## src/rtl/usb2_ep_rd_stream_pkg.sv

```systemverilog
// Shared definitions for the USB 2.0 endpoint buffer readers/checkers.
// CRC states exist only when USB2_EP_RD_CRC16_EN is defined.
package usb2_ep_pkg;

  localparam logic [15:0] USB2_CRC16_POLY = 16'hA001;
  localparam logic [15:0] USB2_CRC16_INIT = 16'hFFFF;
  localparam int          USB2_EP_MAX_LEN = 1024;

  typedef enum logic [2:0] {
    ST_IDLE   = 3'd0,
    ST_STREAM = 3'd1,
`ifdef USB2_EP_RD_CRC16_EN
    ST_CRC_LO = 3'd2,
    ST_CRC_HI = 3'd3,
`endif
    ST_DONE   = 3'd4
  } ep_rd_state_e;

endpackage

```

## src/rtl/usb2_crc16_byte.sv

```systemverilog
// Combinational CRC16 (reflected 0x8005) byte step, shared with the receive checker.
// Present only when USB2_EP_RD_CRC16_EN is defined.
`ifdef USB2_EP_RD_CRC16_EN
module usb2_crc16_byte
  import usb2_ep_pkg::*;
(
  input  logic [15:0] i_crc,
  input  logic [7:0]  i_dat,
  output logic [15:0] o_crc
);

  logic [15:0] w_c;

  always_comb begin
    w_c = i_crc ^ {8'h00, i_dat};
    for (int i = 0; i < 8; i++) begin
      w_c = w_c[0] ? ((w_c >> 1) ^ USB2_CRC16_POLY) : (w_c >> 1);
    end
    o_crc = w_c;
  end

endmodule
`endif

```

## src/rtl/usb2_ep_rd_stream.sv

```systemverilog
// Endpoint RAM packet reader: registered-address RAM fetch into a 2-entry skid FIFO,
// presented as a valid/ready byte stream. Optional CRC16 trailer under USB2_EP_RD_CRC16_EN.
module usb2_ep_rd_stream
  import usb2_ep_pkg::*;
#(
  parameter int LEN_W = 11,
  parameter int ADR_W = 10
)(
  input  logic             phy_clk,
  input  logic             reset_n,
  input  logic             start,
  input  logic [ADR_W-1:0] base_adr,
  input  logic [LEN_W-1:0] length,
  input  logic             abort,
  output logic [ADR_W-1:0] rd_adr,
  input  logic [7:0]       rd_dat_r,
  output logic [7:0]       out_data,
  output logic             out_valid,
  output logic             out_last,
  input  logic             out_ready,
  output logic             busy,
  output logic             done
);

  ep_rd_state_e     r_state, w_nxt;
  logic [LEN_W-1:0] r_len, r_fetch_cnt, r_sent_cnt;
  logic [ADR_W-1:0] r_adr;
  logic             r_rd_pend;
  logic [7:0]       r_out_dat, r_skd_dat;
  logic             r_out_vld, r_skd_vld;

  logic       w_stream, w_pop, w_fetch_rem, w_room, w_commit;
  logic       w_last_pay, w_pay_done, w_out_free;
  logic [1:0] w_load;

  assign w_stream    = (r_state == ST_STREAM);
  assign w_pop       = w_stream & r_out_vld & out_ready;
  assign w_fetch_rem = (r_fetch_cnt != r_len);
  // Bytes held or landing next edge; a same-cycle pop frees one slot.
  assign w_load      = {1'b0, r_out_vld} + {1'b0, r_skd_vld} + {1'b0, r_rd_pend};
  assign w_room      = (w_load < 2'd2) || ((w_load == 2'd2) && w_pop);
  assign w_commit    = w_stream & w_fetch_rem & w_room & ~abort;
  assign w_last_pay  = (r_sent_cnt == (r_len - LEN_W'(1)));
  assign w_pay_done  = w_pop & w_last_pay;
  assign w_out_free  = ~r_out_vld | w_pop;
  assign rd_adr      = r_adr;

`ifdef USB2_EP_RD_CRC16_EN
  logic [15:0] r_crc, w_crc_nxt, w_crc_out;

  usb2_crc16_byte u_crc (
    .i_crc (r_crc),
    .i_dat (r_out_dat),
    .o_crc (w_crc_nxt)
  );

  assign w_crc_out = ~r_crc;

  always_ff @(posedge phy_clk or negedge reset_n) begin
    if (!reset_n)                      r_crc <= USB2_CRC16_INIT;
    else if (r_state == ST_IDLE && start) r_crc <= USB2_CRC16_INIT;
    else if (w_pop)                    r_crc <= w_crc_nxt;
  end
`endif

  always_ff @(posedge phy_clk or negedge reset_n) begin
    if (!reset_n) r_state <= ST_IDLE;
    else          r_state <= w_nxt;
  end

  always_comb begin
    w_nxt = r_state;
    case (r_state)
      ST_IDLE:   if (start) w_nxt = ST_STREAM;
      ST_STREAM: begin
        if (abort) w_nxt = ST_DONE;
        else if ((r_len == '0) || w_pay_done)
`ifdef USB2_EP_RD_CRC16_EN
          w_nxt = ST_CRC_LO;
`else
          w_nxt = ST_DONE;
`endif
      end
`ifdef USB2_EP_RD_CRC16_EN
      ST_CRC_LO: begin
        if (abort)          w_nxt = ST_DONE;
        else if (out_ready) w_nxt = ST_CRC_HI;
      end
      ST_CRC_HI: begin
        if (abort)          w_nxt = ST_DONE;
        else if (out_ready) w_nxt = ST_DONE;
      end
`endif
      ST_DONE:   w_nxt = ST_IDLE;
      default:   w_nxt = ST_IDLE;
    endcase
  end

  always_comb begin
    out_data  = r_out_dat;
    out_valid = w_stream & r_out_vld;
    out_last  = 1'b0;
    busy      = (r_state != ST_IDLE);
    done      = (r_state == ST_DONE);
`ifdef USB2_EP_RD_CRC16_EN
    if (r_state == ST_CRC_LO) begin
      out_data  = w_crc_out[7:0];
      out_valid = 1'b1;
    end else if (r_state == ST_CRC_HI) begin
      out_data  = w_crc_out[15:8];
      out_valid = 1'b1;
      out_last  = 1'b1;
    end
`else
    out_last = w_stream & r_out_vld & w_last_pay;
`endif
  end

  always_ff @(posedge phy_clk or negedge reset_n) begin
    if (!reset_n) begin
      r_len       <= '0;
      r_adr       <= '0;
      r_fetch_cnt <= '0;
      r_sent_cnt  <= '0;
      r_rd_pend   <= 1'b0;
      r_out_dat   <= '0;
      r_out_vld   <= 1'b0;
      r_skd_dat   <= '0;
      r_skd_vld   <= 1'b0;
    end else if (r_state == ST_IDLE && start) begin
      r_len       <= length;
      r_adr       <= base_adr;
      r_fetch_cnt <= '0;
      r_sent_cnt  <= '0;
      r_rd_pend   <= 1'b0;
      r_out_vld   <= 1'b0;
      r_skd_vld   <= 1'b0;
    end else if (abort && r_state != ST_IDLE) begin
      r_rd_pend <= 1'b0;
      r_out_vld <= 1'b0;
      r_skd_vld <= 1'b0;
    end else begin
      // rd_adr is captured by the RAM every edge; only committed captures land in the FIFO.
      r_rd_pend <= w_commit;
      if (w_commit) begin
        r_adr       <= r_adr + ADR_W'(1);
        r_fetch_cnt <= r_fetch_cnt + LEN_W'(1);
      end
      if (w_pop) r_sent_cnt <= r_sent_cnt + LEN_W'(1);
      if (w_out_free) begin
        if (r_skd_vld) begin
          r_out_dat <= r_skd_dat;
          r_out_vld <= 1'b1;
          r_skd_vld <= r_rd_pend;
          if (r_rd_pend) r_skd_dat <= rd_dat_r;
        end else if (r_rd_pend) begin
          r_out_dat <= rd_dat_r;
          r_out_vld <= 1'b1;
        end else begin
          r_out_vld <= 1'b0;
        end
      end else if (r_rd_pend) begin
        r_skd_dat <= rd_dat_r;
        r_skd_vld <= 1'b1;
      end
    end
  end

endmodule

```

## config.mk

```make
export PLATFORM = sky130hd
export DESIGN_NAME = usb2_ep_rd_stream
export DESIGN_NICKNAME = d
export VERILOG_FILES = /design/src/rtl/usb2_ep_rd_stream_pkg.sv /design/src/rtl/usb2_crc16_byte.sv /design/src/rtl/usb2_ep_rd_stream.sv
export SDC_FILE = /design/constraint.sdc
export NUM_CORES = 1
export LEC_CHECK = 0
export ABC_AREA = 1
export CORE_AREA = 2 2 101 103
export DETAILED_ROUTE_END_ITERATION = 6
export DIE_AREA = 0 0 103 105
export PLACE_DENSITY = 0.71
export SKIP_CTS_REPAIR_TIMING = 1
export SYNTH_ARGS = -nofsm -noshare
export SYNTH_HDL_FRONTEND = slang
export SYNTH_SLANG_ARGS = --single-unit
```

## constraint.sdc

```tcl
create_clock -name phy_clk -period 2.5 [get_ports phy_clk]
set_clock_uncertainty 0.05 [all_clocks]
set_input_delay 0.375 -clock phy_clk [delete_from_list [all_inputs] [get_ports phy_clk]]
set_output_delay 0.375 -clock phy_clk [all_outputs]
set_load 0.01 [all_outputs]
```

* Word level (Yosys, flattened, before mapping)
Index checks and enable logic that the tools add are counted.
Storage, ports and cells: register bits 65, input port bits 34, logic and storage cells 86, output and inout bits 22
Operators by class: reductions and logical operators 18, muxes and demuxes 30, equality and inequality tests 9, bitwise gates (word level) 12, add/sub/neg operators 6, magnitude comparators 1
Operator list (number):
- 2-to-1 mux 11 bit | 6
- 2-to-1 mux 8 bit | 5
- 2-to-1 mux 10 bit | 3
- adder 11 x 1 -> 11 bit (second input constant) | 2
- 2-to-1 mux 1 bit | 12
- equality test 11 bit | 1
- zero test 11 bit | 1
- inequality test 11 bit | 1
- subtractor 11 x 1 -> 11 bit (second input constant) | 1
- adder 10 x 1 -> 10 bit (second input constant) | 1
- 2-to-1 mux 3 bit | 3
- bitwise AND 1 bit | 7
- inequality test 2 bit (second input constant) | 3
- case mux 3 bit (2 select lines) | 1
- AND reduction 2 bit | 3
- nonzero test 2 bit | 3
- nonzero test 3 bit | 2
- inverter 1 bit | 4
- AND reduction 4 bit | 1
- nonzero test 4 bit | 1
- equality test 3 x 1 -> 1 bit (second input constant) | 1
- equality test 3 bit (second input constant) | 1
- logical AND 1 bit | 3
- zero test 3 bit | 1
- other kinds (8) | 9

* Logic depth before layout (Yosys ltp)
Gate-level depths: netlist (run 1).
depth in word-level cells 10, mapped depth 14, gate-level depth less buffers 14

* Worst setup path before layout (run 1)
No wires, ideal clock.
kind flip-flop to flip-flop, start point register r_skd_vld, end point register r_adr[4], in the netlist rd_adr[4], buffers on the path 2, cell stages (with the launch flop) 10, data required time 2333 ps, setup slack 257 ps, arrival time 2076 ps, library setup time 117 ps, period minus slack after synthesis 2243 ps, cell sequence dfrtp_1 -> clkbuf_1 -> clkinv_1 -> fa_1 -> a21oi_1 -> nor3_1 -> nand2_2 -> buf_2 -> nand3_1 -> nand2_1
On the way: longest elaborated chain between the ends 9, elaborated cells between the ends (all ways) 10, those cells by class add/sub (2); order compare (1); eq/ne (1); bitwise (2); reduce/logical (4)
RTL lines:
- from (decl) | RTL line usb2_ep_rd_stream.sv:30 | logic r_out_vld, r_skd_vld;
- from (signal assigned) | RTL line usb2_ep_rd_stream.sv:154 | r_skd_vld <= r_rd_pend;
- adder 1 x 1 -> 2 bit (*) | RTL line usb2_ep_rd_stream.sv:40 | assign w_load = {1'b0, r_out_vld} + {1'b0, r_skd_vld} + {1'b0, r_rd_pend};
- adder 2 x 1 -> 2 bit (*) | RTL line usb2_ep_rd_stream.sv:40
- equality test 2 bit | RTL line usb2_ep_rd_stream.sv:41 | assign w_room = (w_load < 2'd2) || ((w_load == 2'd2) && w_pop);
- logical AND 1 bit | RTL line usb2_ep_rd_stream.sv:41
- logical OR 1 bit (*) | RTL line usb2_ep_rd_stream.sv:41
- bitwise AND 1 bit (*) (2 in series) | RTL line usb2_ep_rd_stream.sv:42 | assign w_commit = w_stream & w_fetch_rem & w_room & ~abort;
- nonzero test 2 bit (no line) (*)
- AND reduction 2 bit (no line) (*)
- to (signal assigned) | RTL line usb2_ep_rd_stream.sv:132 | r_adr <= base_adr;
- to (signal assigned) | RTL line usb2_ep_rd_stream.sv:146 | r_adr <= r_adr + ADR_W'(1);
- to (decl) | RTL line usb2_ep_rd_stream.sv:27 | logic [ADR_W-1:0] r_adr;
Mark *: on every way between the ends. The rest lies on a longest branch, timed or not. A chain may end at the register's enable or synchronous reset.

* Worst setup path in the final report (run 1)
start point register r_len[1], end point output out_last
On the way: longest elaborated chain between the ends 3
RTL lines:
- from (decl) | RTL line usb2_ep_rd_stream.sv:26 | logic [LEN_W-1:0] r_len, r_fetch_cnt, r_sent_cnt;
- from (signal assigned) | RTL line usb2_ep_rd_stream.sv:131 | r_len <= length;
- subtractor 11 x 1 -> 11 bit | RTL line usb2_ep_rd_stream.sv:43 | assign w_last_pay = (r_sent_cnt == (r_len - LEN_W'(1)));
- equality test 11 bit | RTL line usb2_ep_rd_stream.sv:43
- bitwise AND 1 bit | RTL line usb2_ep_rd_stream.sv:115 | out_last = w_stream & r_out_vld & w_last_pay;
- to (decl) | RTL line usb2_ep_rd_stream.sv:19 | output logic out_last,
Every way passes these cells.

==> qor.csv, run 1 <==
stage,metric,value,unit
die,start_util,0.3914,
place,dp_cells,696,
yosys,synthTopCellsByCount,"nand2_1 (157), dfrtp_1 (64), nor2_1 (53), inv_1 (48), nand3_1 (37)",
setup_path,cpPeakStageDelay,0.42,ns
drt,drc,0,
global_routing,gr-total-overflow,0,
yosys,seq_area_frac_synth,0.4245,
setup_path,cp_data_required_time,2.08,ns
global_routing,grt_max_degree,65,
sta,finalCriticalPeriod,2.403,ns
yosys,syn_area,3772,um2
yosys,synthFlopType,dfrtp_1,
clock_tree,cts.sinks,64,
drt,drtAntennaViolNets,0,
power_and_ir_drop,vdd_drop_max,0.4661,mV
setup_path,r2r.worst_path.cells,8,
clock_tree,cts_inserted_buffers,9,
run_status,violations,negative hold slack,
yosys,yosysMostFrequentCell,nand2_1,
setup_path,critPathCaptureType,output pin,
drt,firstDrtPassIters,4,
die,die_w,103,um
sta,timing.fmax,416.2,MHz
setup_path,crit_chain,inv_2 > ha_4 > xnor2_2 > nor2_1 > nand3_1 > nor2_1 > nand3_1 > nor2_2 > and3_1 > buf_2,
setup_path,cp_num_buf_inv,2,
global_routing,grt.busiest_layer,met2,
die,num_rows,36,
yosys,synthArstFlopShare,1.000,
layout,diodes,0,
worst_hold_path,worstHoldPathType,in -> async,
run_status,status,"finished, violations left",
sta,hold_violations,14,
yosys,synth_top_area_share,0.4245,
sta,whs,-0.009617,ns
drt,drt_first_iter_violations,259,
die,io_pins,56,
clock_tree,clock_latency,0.34,ns
die,core,9639,um2
setup_path,cp.arrival,1.98,ns
yosys,synth_edf_count,0,
setup_path,critical_path.max_fanout,3,
setup_path,worst_setup_path_start_kind,register,
drt,wire_per_inst,12.88,um
sta,setup_viol,0,
layout,drive_gt1_frac,0.1343,
layout,final-instance-count-excl-fill,714,
layout,layout.nets,615,
yosys,synthTopCellsByArea,"dfrtp_1 (42%), nand2_1 (16%), nor2_1 (5.3%), nand3_1 (4.9%), o21ai_0 (4.8%)",
global_routing,grt_pass1_wl,15320,um
clock_tree,clock_path_buffers,2,
setup_path,cp.depth,10,
yosys,syn_inst,504,
yosys,syn_nets,543,
yosys,syn_area_per_cell,7.485,um2
layout,syn_to_final_growth,28.19,%
die,dieArea,10820,um2
drt,avgViaCountPerCell,4.805,
sta,rsz0062_at_grt,true,
place,dpl.hpwl,6497,um
setup_path,crit_type,reg -> out,
place,place_congestion,0.8945,
sta,max-slew-margin-rel,0.6602,
sta,slew_violations,0,
power_and_ir_drop,p_total,5.037,mW
global_routing,grt_pass1_vias,3397,
clock_tree,cts_root_buffer,clkbuf_8,
yosys,ys_types,33,
drt,via_count,3431,
yosys,yosys_warnings,0,
place,port_buffers,55,
setup_path,critPathSlowestCell,dfrtp_1,
setup_path,critPathTopFamily,simple AND/OR/NAND/NOR gates,
global_routing,grt.met1_usage,0.2335,
layout,finalInstanceArea,4836,um2
sta,tns,0,ns
place,place_area,4551,um2
yosys,synth_top_area_cell,dfrtp_1,
global_routing,met3_usage,0.03813,
clock_tree,clk_pin_slew,0.08,ns
yosys,yosys_register_bits,64,
power_and_ir_drop,powerDensity,1042,nW/um2
global_routing,use_met2,0.2904,
clock_tree,htree_levels,3,
sta,period_share,0.9611,
job,timing.max_cap.violations,0,
die,die_height,105,um
global_routing,antenna_found_initial,0,
clock_tree,tritoncts,built,
global_routing,grt_use_total,0.1788,
power_and_ir_drop,p_leak,2.246,nW
drt,drt_wl_total,9198,um
sta,worst_pin_slew,0.5097,ns
-- layout make-up --
cell class | instances | area [um2]
sequential | 64 | 1605
clock inverter | 7 | 102.6
clock buffer | 9 | 123.9
fill | 958 | 4803
tap | 133 | 166.4
timing repair buffer | 75 | 703.2
multi-input combinational | 374 | 1939
inverter | 52 | 195.2
-- per-layer routing --
metal	routed length, um	share of wire
met2	4492	0.49
met4	184	0.020
met1	4110	0.45
met5	0	0
met3	410	0.045
-- placed cells by master, fill, tap and decap left out, types with 4 or more instances in the layout --
cell type          n
clkdlybuf4s50_1   53
a21oi_1            9
xnor2_1            6
inv_1             46
buf_4             19
a31oi_1           10
nor2_1            47
nand3_1           37
nor2_2             6
mux2_2             8
nand2_1          155
inv_2              4
o21ai_0           35
dfrtp_1           61
nor3_1            10
nand2_2            7
xor2_1            19
clkbuf_8           9
-- state kept, by name, summed over array words and instances, names as in the netlist, 2 cells and up --
| signal | count |
|---|---|
| r_fetch_cnt | 11 |
| out_data | 8 |
| r_len | 11 |
| r_state | 2 |
| r_skd_dat | 8 |
| r_sent_cnt | 11 |
| rd_adr | 10 |
-- power by group --
part	switching [mW]	leakage, nW	internal, mW	total [mW]
registers	0.362	0.818	1.38	1.75
clock network	0.450	0.110	0.572	1.02
logic	1.23	1.32	1.04	2.27
-- metrics by stage --
step / setup slack (ns) / utilization
after floorplan: 0.2571 / -
after global placement: -0.02227 / 0.4721
after detailed placement: -0.07757 / 0.4721
after CTS: -0.4601 / 0.4956
after global routing: -0.03358 / 0.5017
final: 0.09724 / 0.5017
-- cell families after synthesis --
logic type,count (synthesis),synth area share
AO/OA/AOI/OAI,58,0.08292
flip-flops,64,0.4245
buffers and inverters,66,0.07330
AND/OR/NAND/NOR,277,0.3164
adder cells (fa/ha/maj),5,0.01857
multiplexers,8,0.02388
XOR/XNOR,26,0.06037
-- worst paths after layout --
kind / from / to / slack (ns)
min in group phy_clk: r_skd_dat[3] / r_skd_dat[3] / 0.46
hold / removal: reset_n / r_len[5] / -0.01
max in group asynchronous: reset_n / out_data[1] / 2.13
hold reg to reg: r_skd_dat[3] / r_skd_dat[3] / 0.46
setup reg to reg: r_rd_pend / r_fetch_cnt[8] / 0.32
setup / recovery: r_len[1] / out_last / 0.1
Note: power is estimated with default switching activity, not from simulation.
==> run 2, diff against run 1 <==
==> constraint.sdc (replaced) <==
create_clock -name phy_clk -period 3.1 [get_ports phy_clk]
set_clock_uncertainty 0.05 [all_clocks]
set_input_delay 0.465 -clock phy_clk [delete_from_list [all_inputs] [get_ports phy_clk]]
set_output_delay 0.465 -clock phy_clk [all_outputs]
set_load 0.01 [all_outputs]
==> run 2 against run 1 <==
The flow now finishes without violations. Cell area decreased by 2.8%. Critical path depth decreased by 1. Routed wire length increased by 1.6%. Total power decreased by 23%. Worst hold slack improved by 0.26 ns. Final cell count decreased by 1.7%. Worst setup slack improved by 0.015 ns. Die area unchanged. Clock power decreased by 29%. Flip-flop and latch count unchanged. Global-route usage increased by 0.45 points. Core utilization decreased by 1.4 points.
==> qor.csv, run 2 (same netlist as run 1, synthesis figures left out) <==
stage,metric,value,unit,change
layout,n_fill_cell,954,,was 958
drt,drt_wl_total,9343,um,was 9198 um
layout,seq_area,1604,um2,was 1605 um2
setup_path,cp.arrival,2.47,ns,was 1.98 ns
power_and_ir_drop,vdd_drop_max,0.3419,mV,was 0.4661 mV
clock_tree,htree_levels,3,,unchanged
place,place_congestion,0.9370,,was 0.8945
setup_path,reg2reg_slack,0.93,ns,was 0.32 ns
run_status,status,"complete, no violations",,"was finished, violations left"
drt,firstDrtPassIters,5,,was 4
sta,worst_pin_slew,0.8236,ns,was 0.5097 ns
clock_tree,clock_latency,0.34,ns,about the same
sta,hold_violations,0,,was 14
die,start_util,0.3914,,unchanged
power_and_ir_drop,p_leak,2.167,nW,was 2.246 nW
die,num_rows,36,,unchanged
sta,whs,0.2497,ns,was -0.009617 ns
power_and_ir_drop,powerDensity,826.6,nW/um2,was 1042 nW/um2
drt,drc,0,,unchanged
setup_path,worst_setup_path_start_kind,register,,unchanged
die,dieArea,10820,um2,unchanged
layout,final_common_cell,nand2_1,,unchanged
layout,diodes,0,,unchanged
setup_path,r2r.worst_path.cells,7,,was 8
die,die_height,105,um,unchanged
layout,top_regs,"r_fetch_cnt: 11 flops, r_len: 11 flops, r_sent_cnt: 11 flops",,unchanged
die,die_w,103,um,unchanged
layout,drive_gt1_frac,0.1072,,was 0.1343
drt,via_count,3471,,was 3431
layout,final_cell_mix,"nand2_1 (155), dfrtp_1 (62), clkdlybuf4s50_1 (54)",,"was nand2_1 (155), dfrtp_1 (61), clkdlybuf4s50_1 (53)"
worst_hold_path,worstHoldPathType,in -> async,,unchanged
layout,syn_to_final_growth,24.54,%,was 28.19%
setup_path,critPathSlowestCell,clkdlybuf4s50_1,,was dfrtp_1
sta,tns,0,ns,unchanged
sta,timing.fmax,334.7,MHz,
global_routing,antenna_found_initial,0,,unchanged
sta,period_share,0.9637,,
global_routing,gr-total-overflow,0,,unchanged
sta,setup_viol,0,,unchanged
job,timing.max_cap.violations,0,,unchanged
clock_tree,clock_path_buffers,2,,unchanged
setup_path,critPathCaptureType,output pin,,unchanged
setup_path,crit_chain,inv_2 > ha_4 > nand2_2 > nor2_2 > nand3_1 > nand2_1 > xor2_1 > and3_1 > clkdlybuf4s50_1,,was inv_2 > ha_4 > xnor2_2 > nor2_1 > nand3_1 > nor2_1 > nand3_1 > nor2_2 > and3_1 > buf_2
clock_tree,cts_root_buffer,clkbuf_8,,unchanged
layout,layout.nets,604,,was 615
place,place_area,4448,um2,was 4551 um2
setup_path,r2r_start,r_rd_pend,,unchanged
setup_path,cpPeakStageDelay,0.54,ns,was 0.42 ns
sta,finalCriticalPeriod,2.987,ns,
setup_path,critical_path.max_fanout,5,,was 3
drt,avgViaCountPerCell,4.944,,was 4.805
drt,drt_first_iter_violations,191,,was 259
drt,wire_per_inst,13.31,um,was 12.88 um
setup_path,reg2reg_to,r_fetch_cnt[10],,was r_fetch_cnt[8]
die,io_pins,56,,unchanged
global_routing,grt_max_degree,65,,unchanged
drt,drtAntennaViolNets,0,,unchanged
setup_path,cp_data_required_time,2.58,ns,was 2.08 ns
global_routing,grt_use_total,0.1833,,was 0.1788
layout,final_util,0.4874,,was 0.5017
global_routing,grt_pass1_vias,3472,,was 3397
clock_tree,tritoncts,built,,unchanged
global_routing,grt_pass1_wl,15770,um,was 15320 um
sta,max-slew-margin-rel,0.4509,,was 0.6602
clock_tree,clk_pin_slew,0.07,ns,was 0.08 ns
clock_tree,cts_inserted_buffers,9,,unchanged
place,dpl.hpwl,6579,um,was 6497 um
setup_path,crit_type,reg -> out,,unchanged
place,dp_cells,684,,was 696
die,core,9639,um2,unchanged
layout,multiInputGateArea,1924,um2,was 1939 um2
layout,finalInstanceArea,4698,um2,was 4836 um2
layout,final-instance-count-excl-fill,702,,was 714
sta,slew_violations,0,,unchanged
clock_tree,cts.sinks,64,,unchanged
place,port_buffers,55,,unchanged
-- run 2: report_power, final --
group | total, mW | internal (mW) | switching (mW)
logic | 1.74 | 0.756 | 0.984
registers | 1.42 | 1.12 | 0.300
clock network | 0.728 | 0.392 | 0.336
total | 3.88 | 2.26 | 1.62
-- run 2: worst max-delay path: cells and delay by family, from the launching register on --
family	cells	cell delay, ns
buf+inv	2	0.67
fa+ha+maj	1	0.17
flops	1	0.43
simple gates	5	0.66
xor+xnor	1	0.20
-- run 2: per-layer routing --
metal | part of all wire | up-vias | GRT usage | routed length, um
li1 | - | 1729 | - | -
met1 | 0.43 | 1623 | 0.2305 | 4040
met2 | 0.49 | 103 | 0.3061 | 4604
met3 | 0.052 | 16 | 0.04348 | 489
met4 | 0.022 | 0 | 0.06015 | 209
met5 | 0 | - | 0 | 0
-- run 2: layout make-up --
type / instances / share of cell area
inverters: 52 / 0.04154
clock inverters: 4 / 0.01145
clock buffers: 11 / 0.03009
multi-input cells: 374 / 0.4096
well taps: 133 / 0.03542
flip-flops and latches: 64 / 0.3414
repair buffers: 64 / 0.1305
-- run 2: worst max path at each step --
| stage | start | to | slack, ns | cells after the start |
|---|---|---|---|---|
| global route | r_len[0] | out_last | -0.02 | 12 |
| floorplan | r_skd_vld | rd_adr[4] | 0.86 | 9 |
| global placement | r_len[0] | out_last | 0.44 | 9 |
| finish | r_len[0] | out_last | 0.11 | 9 |
| detailed placement | r_len[0] | out_last | 0.37 | 9 |
| CTS | r_len[0] | out_last | -0.06 | 9 |
-- run 2: per-stage QoR --
stage / setup WS [ns] / total power, mW
6_report: 0.1126 / 3.883
3_5_place_dp: 0.3688 / 3.065
4_1_cts: -0.06201 / 3.807
3_3_place_gp: 0.4396 / 3.006
5_1_grt: -0.02235 / 4.197
2_1_floorplan: 0.8571 / 2.483
